--- config.mk ---
export PLATFORM = sky130hd
export DESIGN_NAME = packet_injector
export DESIGN_NICKNAME = d
export VERILOG_FILES = /design/src/rtl/mesh_pkg.sv /design/src/rtl/spike_fifo.sv /design/src/rtl/packet_injector.sv
export SDC_FILE = /design/constraint.sdc
export NUM_CORES = 1
export LEC_CHECK = 0
export ABC_AREA = 1
export BUFFER_PORTS_ARGS = -buffer_cell sky130_fd_sc_hd__buf_2
export CAP_MARGIN = 20
export CORE_MARGIN = 1.5
export CORE_UTILIZATION = 44
export CTS_BUF_LIST = sky130_fd_sc_hd__clkbuf_8 sky130_fd_sc_hd__clkbuf_16
export CTS_CLUSTER_DIAMETER = 120
export DETAILED_ROUTE_END_ITERATION = 12
export GPL_TIMING_DRIVEN = 1
export HOLD_SLACK_MARGIN = 0.02
export PLACE_DENSITY = 0.72
export SLEW_MARGIN = 20
export SYNTH_ARGS = -nofsm -noshare
export SYNTH_HDL_FRONTEND = slang
export SYNTH_HIERARCHICAL = 1
export SYNTH_SLANG_ARGS = --single-unit
--- constraint.sdc ---
create_clock -name neu_clk -period 3.2 [get_ports neu_clk]
set_input_delay 0.16 -clock neu_clk [delete_from_list [all_inputs] [get_ports neu_clk]]
set_output_delay 0.16 -clock neu_clk [all_outputs]
set_load 0.02 [all_outputs]
--- src/rtl/mesh_pkg.sv ---
// Shared mesh definitions: packet/flit geometry defaults and the injector state encoding.
package mesh_pkg;

    localparam int DEF_PACKET_SIZE  = 32;
    localparam int DEF_FLIT_WIDTH   = 4;
    localparam int FLITS_PER_PACKET = DEF_PACKET_SIZE / DEF_FLIT_WIDTH;

    typedef enum logic {
        IDLE = 1'b0,
        SEND = 1'b1
    } inj_state_e;

endpackage

--- src/rtl/spike_fifo.sv ---
// Single-clock packet FIFO with full/empty flags; pushes while full and pops while empty are ignored.
module spike_fifo #(
    parameter int WIDTH = 32,
    parameter int DEPTH = 8
) (
    input  logic             neu_clk,
    input  logic             rst_n,
    input  logic             push,
    input  logic [WIDTH-1:0] wdata,
    input  logic             pop,
    output logic [WIDTH-1:0] rdata,
    output logic             full,
    output logic             empty
);

    localparam int PTR_W = $clog2(DEPTH);
    localparam int CNT_W = PTR_W + 1;

    logic [WIDTH-1:0] mem_q [DEPTH];
    logic [PTR_W-1:0] wr_ptr_q, wr_ptr_d;
    logic [PTR_W-1:0] rd_ptr_q, rd_ptr_d;
    logic [CNT_W-1:0] count_q, count_d;
    logic             push_ok, pop_ok;

    assign full  = (count_q == CNT_W'(DEPTH));
    assign empty = (count_q == '0);
    assign rdata = mem_q[rd_ptr_q];

    // NOTE: every signal written here gets a value before any condition, so no latch can be inferred.
    always_comb begin
        push_ok  = push && !full;
        pop_ok   = pop && !empty;
        wr_ptr_d = wr_ptr_q + PTR_W'(push_ok);
        rd_ptr_d = rd_ptr_q + PTR_W'(pop_ok);
        count_d  = count_q + CNT_W'(push_ok) - CNT_W'(pop_ok);
    end

    // NOTE: sequential state uses non-blocking assignments so every flop samples pre-edge values.
    always_ff @(posedge neu_clk or negedge rst_n) begin
        if (!rst_n) begin
            wr_ptr_q <= '0;
            rd_ptr_q <= '0;
            count_q  <= '0;
        end else begin
            wr_ptr_q <= wr_ptr_d;
            rd_ptr_q <= rd_ptr_d;
            count_q  <= count_d;
        end
    end

    // NOTE: storage is deliberately not reset; the pointers and count alone define what is valid.
    always_ff @(posedge neu_clk) begin
        if (push_ok) begin
            mem_q[wr_ptr_q] <= wdata;
        end
    end

endmodule

--- src/rtl/packet_injector.sv ---
// Buffers spike packets and serializes them MSB-nibble first onto a valid/ready flit port.
// Optional feature macro: INJECTOR_PARITY_EN appends an XOR parity flit to every packet.
module packet_injector
    import mesh_pkg::*;
#(
    parameter int PACKET_SIZE = DEF_PACKET_SIZE,
    parameter int FLIT_WIDTH  = DEF_FLIT_WIDTH,
    parameter int FIFO_DEPTH  = 8
) (
    input  logic                   neu_clk,
    input  logic                   rst_n,
    input  logic                   write_req,
    input  logic [PACKET_SIZE-1:0] spike_packet,
    output logic                   fifo_full,
    output logic [FLIT_WIDTH-1:0]  flit_out,
    output logic                   flit_valid,
    input  logic                   flit_ready,
    output logic                   busy,
    output logic                   overflow
);

    localparam int DATA_FLITS = PACKET_SIZE / FLIT_WIDTH;
`ifdef INJECTOR_PARITY_EN
    localparam int N_FLITS = DATA_FLITS + 1;
`else
    localparam int N_FLITS = DATA_FLITS;
`endif
    localparam int SHIFT_W = N_FLITS * FLIT_WIDTH;
    localparam int CNT_W   = $clog2(N_FLITS + 1);

    inj_state_e             state_q, state_d;
    logic [SHIFT_W-1:0]     shift_q, shift_d;
    logic [CNT_W-1:0]       cnt_q, cnt_d;
    logic                   overflow_q, overflow_d;
    logic                   fifo_pop, fifo_empty;
    logic [PACKET_SIZE-1:0] fifo_rdata;
    logic [SHIFT_W-1:0]     load_val;
    logic                   last_flit;

    spike_fifo #(
        .WIDTH (PACKET_SIZE),
        .DEPTH (FIFO_DEPTH)
    ) u_fifo (
        .neu_clk (neu_clk),
        .rst_n   (rst_n),
        .push    (write_req),
        .wdata   (spike_packet),
        .pop     (fifo_pop),
        .rdata   (fifo_rdata),
        .full    (fifo_full),
        .empty   (fifo_empty)
    );

`ifdef INJECTOR_PARITY_EN
    // Parity rides in the low nibble so it leaves the shift register after the data.
    logic [FLIT_WIDTH-1:0] parity;
    always_comb begin
        parity = '0;
        for (int i = 0; i < DATA_FLITS; i++) begin
            parity = parity ^ fifo_rdata[i*FLIT_WIDTH +: FLIT_WIDTH];
        end
        load_val = {fifo_rdata, parity};
    end
`else
    always_comb begin
        load_val = fifo_rdata;
    end
`endif

    assign last_flit  = (cnt_q == CNT_W'(N_FLITS - 1));
    assign flit_valid = (state_q == SEND);
    assign flit_out   = (state_q == SEND) ? shift_q[SHIFT_W-1 -: FLIT_WIDTH] : '0;
    assign busy       = (state_q == SEND) || !fifo_empty;
    assign overflow   = overflow_q;

    always_comb begin
        state_d    = state_q;
        shift_d    = shift_q;
        cnt_d      = cnt_q;
        fifo_pop   = 1'b0;
        overflow_d = overflow_q || (write_req && fifo_full);

        unique case (state_q)
            IDLE: begin
                if (!fifo_empty) begin
                    fifo_pop = 1'b1;
                    shift_d  = load_val;
                    cnt_d    = '0;
                    state_d  = SEND;
                end
            end
            SEND: begin
                if (flit_ready) begin
                    shift_d = shift_q << FLIT_WIDTH;
                    cnt_d   = cnt_q + 1'b1;
                    if (last_flit) begin
                        cnt_d = '0;
                        if (!fifo_empty) begin
                            fifo_pop = 1'b1;
                            shift_d  = load_val;
                        end else begin
                            state_d = IDLE;
                        end
                    end
                end
            end
            default: state_d = IDLE;
        endcase
    end

    always_ff @(posedge neu_clk or negedge rst_n) begin
        if (!rst_n) begin
            state_q    <= IDLE;
            shift_q    <= '0;
            cnt_q      <= '0;
            overflow_q <= 1'b0;
        end else begin
            state_q    <= state_d;
            shift_q    <= shift_d;
            cnt_q      <= cnt_d;
            overflow_q <= overflow_d;
        end
    end

endmodule
==> reports/metrics.sh <==
NETLIST-CELL-TYPE-COUNT=25
CP.REQUIRED_PS=3590
SYNTH_AREA_UM2=13800
SYN-NUM-NETS=1512
TOTAL_SWITCHING_POWER_W=0.00475
ROUTABILITYCONGESTION=0.744
CTS.CLK_SLEW.WORST_PATHS_PS=60
TOTAL_CTS_BUFFERS=34
SYNTH_AREA_LEADERS='sky130_fd_sc_hd__edfxtp_1, sky130_fd_sc_hd__nand2_1, sky130_fd_sc_hd__dfrtp_1'
POST_SYNTH_XOR_AREA_FRACTION=0.00317
CORE_AREA_UM2=30700
ENDPOINT_KIND='register'
LAYOUT-AREA-OVERHEAD-VS-SYNTH_PCT=14.4
SYNTH_TOP_FAMILY_BY_AREA='simple AND/OR/NAND/NOR gates'
DRTITER0DRC=721
GLOBALROUTETOTALUTIL=0.189
POST_SYNTH.CELL_AREA_AVG_UM2=9.42
SYNTH_TOP_AREA_FRAC=0.557
CLOCK_PATH_BUFFERS=3
LAYOUT_CELLS_SIZED_ABOVE_1=0.0825
CRITPATHCAPTURE='u_fifo/count_q[2]'
NUMPLACEDINSTANCES=1864
NUMCLOCKSINKS=304
LAYOUT.CELLS.NON_FILLER=1960
LAYOUT_WORST_PATH_CYCLE_SHARE=0.810
FINAL_CORE_UTILIZATION=0.513
R2R_END='u_fifo/count_q[2]'
DIE_HEIGHT_UM=180
WORST_HOLD_SLACK_PS=201
SYNTH_ADDER_AREA_SHARE=0.0114
CRIT_PATH_START_KIND='register'
CRITICAL_PATH_PEAK_FANOUT=5
SLEW_HEADROOM=0.416
RSZ0062_AT_GRT='false'
MAX_CLOCK_FREQ_MHz=386
DR_TOTAL_VIAS=9473
DIEAREA_UM2=32400
ANTENNA_VIOLATIONS_BEFORE_REPAIR=0
NUMBER_OF_GLOBAL_ROUTE_VIAS_BEFORE_REPAIR=9464
WORST_ENDPOINT_DATA_ARRIVAL_TIME_PS=2980
CRITICAL_PATH.MOST_COMMON_CELL='sky130_fd_sc_hd__inv_1'
RESULT_OF_THE_RUN='complete, no violations'
SYNTH-COMPOUND-AREA-SHARE=0.0154
FINCLKSKEW_PS=17.4
CRITICAL_PATH.MAX_STAGE_DELAY_PS=410
NUM-NETS-FINAL=1587
TIMING.FINAL.CRIT_PERIOD_PS=2590
YOSYS.AREA_SHARE.SIMPLE=0.212
FINALHOLDVIOLATIONS=0
IO_BUFFERS=43
I_O_PIN_COUNT=44
SYNTH_SEQ_AREA_SHARE=0.644
POWER_PER_CELL_AREA_nW_PER_UM2=840
WORST_IR_DROP_VDD_uV=564
CRIT_TYPE='register to register'
CTS_TREE='done'
HPWLAFTERDP_UM=16300
GRT_FIRST_PASS_WIRELENGTH_UM=48700
INITIAL_UTIL=0.449
VIAS_PER_CELL=4.83
WL_PER_CELL_UM=15.4
CLKLATENCYLATEPIN_PS=510
REG2REG_SETUP_SLACK_PS=610
DIE_WIDTH_UM=180
STATIC-LEAKAGE-POWER_nW=7.50
POSTSYNTHCELLCOUNT=1464
CP-STARTPOINT='u_fifo/count_q[2]'
CTS-HTREE-LEVELS=2
POWER_FRAC_COMB=0.324
SYNTH_SEQ_CELLS=304
R2R-START='u_fifo/count_q[2]'
SHARE_OF_SYNTHESIZED_AREA_SPENT_ON_MULTIPLEXERS=0
REGISTER_SHARE_OF_TOTAL_POWER=0.403
GLOBAL_ROUTE_TOTAL_OVERFLOW=0
DRC_ERRORS=0
GRT_MAX_DEGREE=130
YS.WARNINGS.COUNT=6
TIGHTEST_SLEW_PS=876
NUM_ANTENNA_CELLS=0
CP_CELL_SEQUENCE='inv_1 -> ha_1 -> inv_1 -> nor2_1 -> nand2_2 -> o21ai_4 -> a21oi_2 -> inv_1 -> nor2_1 -> ha_1 -> inv_1 -> ha_1 -> fa_1 -> xor2_1'
SYNTH_AREA_LEADER_CELL='sky130_fd_sc_hd__edfxtp_1'
POSTCTSSETUPREPAIRBUFS=0
LAYOUT.FILLER_CELLS=2687
RR_WORST_DEPTH=14
DRTANTENNAVIOLNETS=0
CRITICAL-PATH-SLOWEST-CELL='sky130_fd_sc_hd__fa_1'
ROUTE.FINAL.WIRE_LENGTH_UM=30100
TYPE_OF_THE_TIGHTEST_MIN_DELAY_CHECK='input pin to async pin'
SLEW_VIOLATIONS=0
ROW_COUNT=64
SHARE_CLK_OF_TOTAL_POWER=0.273
CELL_INTERNAL_PWR_W=0.00851
ROOT_BUFFER='sky130_fd_sc_hd__clkbuf_16'
TIMING.FINAL.SETUP_VIOLATIONS=0
POWER_SWITCHING_SHARE=0.358
DRT_FIRST_PASS_ITERS=7
DRV_CAP=0
sequential cells by signal, summed over array words and instances, names as in the netlist:
signal           cells
u_fifo/mem_q       256
flit_valid           1
cnt_q                4
u_fifo/wr_ptr_q      3
u_fifo/count_q       4
overflow             1
u_fifo/rd_ptr_q      3
shift_q             32
power groups by stage:
stage / clock network (W) / logic (W) / registers, W
finish: 0.00362 / 0.00429 / 0.00534
global route: 0.00384 / 0.00486 / 0.00540
CTS: 0.00371 / 0.00432 / 0.00534
detailed placement: 0 / 0.00424 / 0.00541
global placement: 0 / 0.00413 / 0.00538
floorplan: 0 / 0.00312 / 0.00537
routing by layer:
metal	global-route usage	routed length, um	vias up
met5	0	0	-
met2	0.329	14800	259
met1	0.237	12600	4489
li1	-	-	4655
met3	0.0311	1780	70
met4	0.0736	977	0
final cells by class:
| type | instances | area, um2 | share of cell area |
|---|---|---|---|
| Inverter | 310 | 1160 | 0.0738 |
| Tap cell | 396 | 495 | 0.0314 |
| Clock buffer | 37 | 926 | 0.0587 |
| Multi-Input combinational cell | 787 | 3380 | 0.214 |
| Clock inverter | 24 | 126 | 0.00801 |
| Sequential cell | 304 | 8890 | 0.563 |
| Timing Repair Buffer | 102 | 796 | 0.0504 |
logic make-up (layout without fill, tap and decap cells):
group,after synthesis,after routing
adder cells (fa/ha/maj),12,12
AND/OR/NAND/NOR,732,732
flip-flops,304,304
XOR/XNOR,5,5
buffers and inverters,373,473
AO/OA/AOI/OAI,38,38
timing repair:
item | CTS | global route
hold buffers | 35 | 0
resized for setup | 0 | 0
endpoints found under the hold margin | 284 | 0
critical path: cells and delay by family, from the launching register on:
family | cells | cell delay, ps
adders and majority gates | 4 | 1060
and+or+nand+nor | 3 | 440
DFF | 1 | 360
xor gates and xnor gates | 1 | 180
AOI/OAI and AO/OA | 2 | 170
buffers and inverters | 4 | 260
through the flow:
stage | area (um2) | total power, W | TNS (ps) | setup slack, ps
2_1_floorplan | 13800 | 0.00849 | -55890 | -218
3_3_place_gp | 14400 | 0.00951 | 0 | 715
3_5_place_dp | 14400 | 0.00965 | 0 | 607
4_1_cts | 15800 | 0.0134 | 0 | 602
5_1_grt | 15800 | 0.0141 | 0 | 374
6_report | 15800 | 0.0133 | 0 | 607
synthesized netlist by cell type:
library cell / n
sky130_fd_sc_hd__a21o_1: 1
sky130_fd_sc_hd__a21oi_1: 32
sky130_fd_sc_hd__a21oi_2: 1
sky130_fd_sc_hd__a31oi_1: 1
sky130_fd_sc_hd__buf_1: 4
sky130_fd_sc_hd__buf_2: 27
sky130_fd_sc_hd__buf_4: 11
sky130_fd_sc_hd__buf_6: 12
sky130_fd_sc_hd__clkbuf_1: 9
sky130_fd_sc_hd__dfrtp_1: 48
sky130_fd_sc_hd__edfxtp_1: 256
sky130_fd_sc_hd__fa_1: 1
sky130_fd_sc_hd__ha_1: 11
sky130_fd_sc_hd__inv_1: 307
sky130_fd_sc_hd__inv_2: 3
sky130_fd_sc_hd__nand2_1: 556
sky130_fd_sc_hd__nand2_2: 2
sky130_fd_sc_hd__nand3_1: 131
sky130_fd_sc_hd__nor2_1: 34
sky130_fd_sc_hd__nor2_2: 1
sky130_fd_sc_hd__nor3_1: 8
sky130_fd_sc_hd__o21ai_0: 1
sky130_fd_sc_hd__o21ai_2: 1
sky130_fd_sc_hd__o21ai_4: 1
sky130_fd_sc_hd__xor2_1: 5
how the worst min path moves through the flow:
stage                     start                 to  slack, ps
after global placement    rst_n           cnt_q[0]        200
after detailed placement  rst_n           cnt_q[2]        210
after CTS                 rst_n  u_fifo/count_q[3]        220
after floorplan           rst_n           cnt_q[0]       -140
final                     rst_n  u_fifo/count_q[0]        200
after global routing      rst_n  u_fifo/count_q[3]        260
cell usage in the layout (no fill, tap or decap):
master and count:
sky130_fd_sc_hd__nand2_1 556, sky130_fd_sc_hd__inv_1 317, sky130_fd_sc_hd__edfxtp_1 256, sky130_fd_sc_hd__nand3_1 131
sky130_fd_sc_hd__dfrtp_1 46, sky130_fd_sc_hd__buf_2 43, sky130_fd_sc_hd__clkbuf_16 37, sky130_fd_sc_hd__dlygate4sd3_1 35
sky130_fd_sc_hd__nor2_1 34, sky130_fd_sc_hd__a21oi_1 32, sky130_fd_sc_hd__buf_4 20, sky130_fd_sc_hd__ha_1 11
sky130_fd_sc_hd__clkinv_1 8, sky130_fd_sc_hd__nor3_2 8, sky130_fd_sc_hd__xor2_1 5, sky130_fd_sc_hd__clkinv_2 5
sky130_fd_sc_hd__buf_12 4, sky130_fd_sc_hd__inv_2 2, sky130_fd_sc_hd__nand2_2 2, sky130_fd_sc_hd__nor2_2 1
sky130_fd_sc_hd__o21ai_4 1, sky130_fd_sc_hd__a21oi_2 1, sky130_fd_sc_hd__a31oi_1 1, sky130_fd_sc_hd__a21o_1 1
sky130_fd_sc_hd__o21ai_0 1, sky130_fd_sc_hd__bufinv_16 1, sky130_fd_sc_hd__inv_6 1, sky130_fd_sc_hd__o21ai_2 1
sky130_fd_sc_hd__fa_1 1, sky130_fd_sc_hd__dfrtp_4 1, sky130_fd_sc_hd__dfrtp_2 1
(Power assumes the default switching activity.)
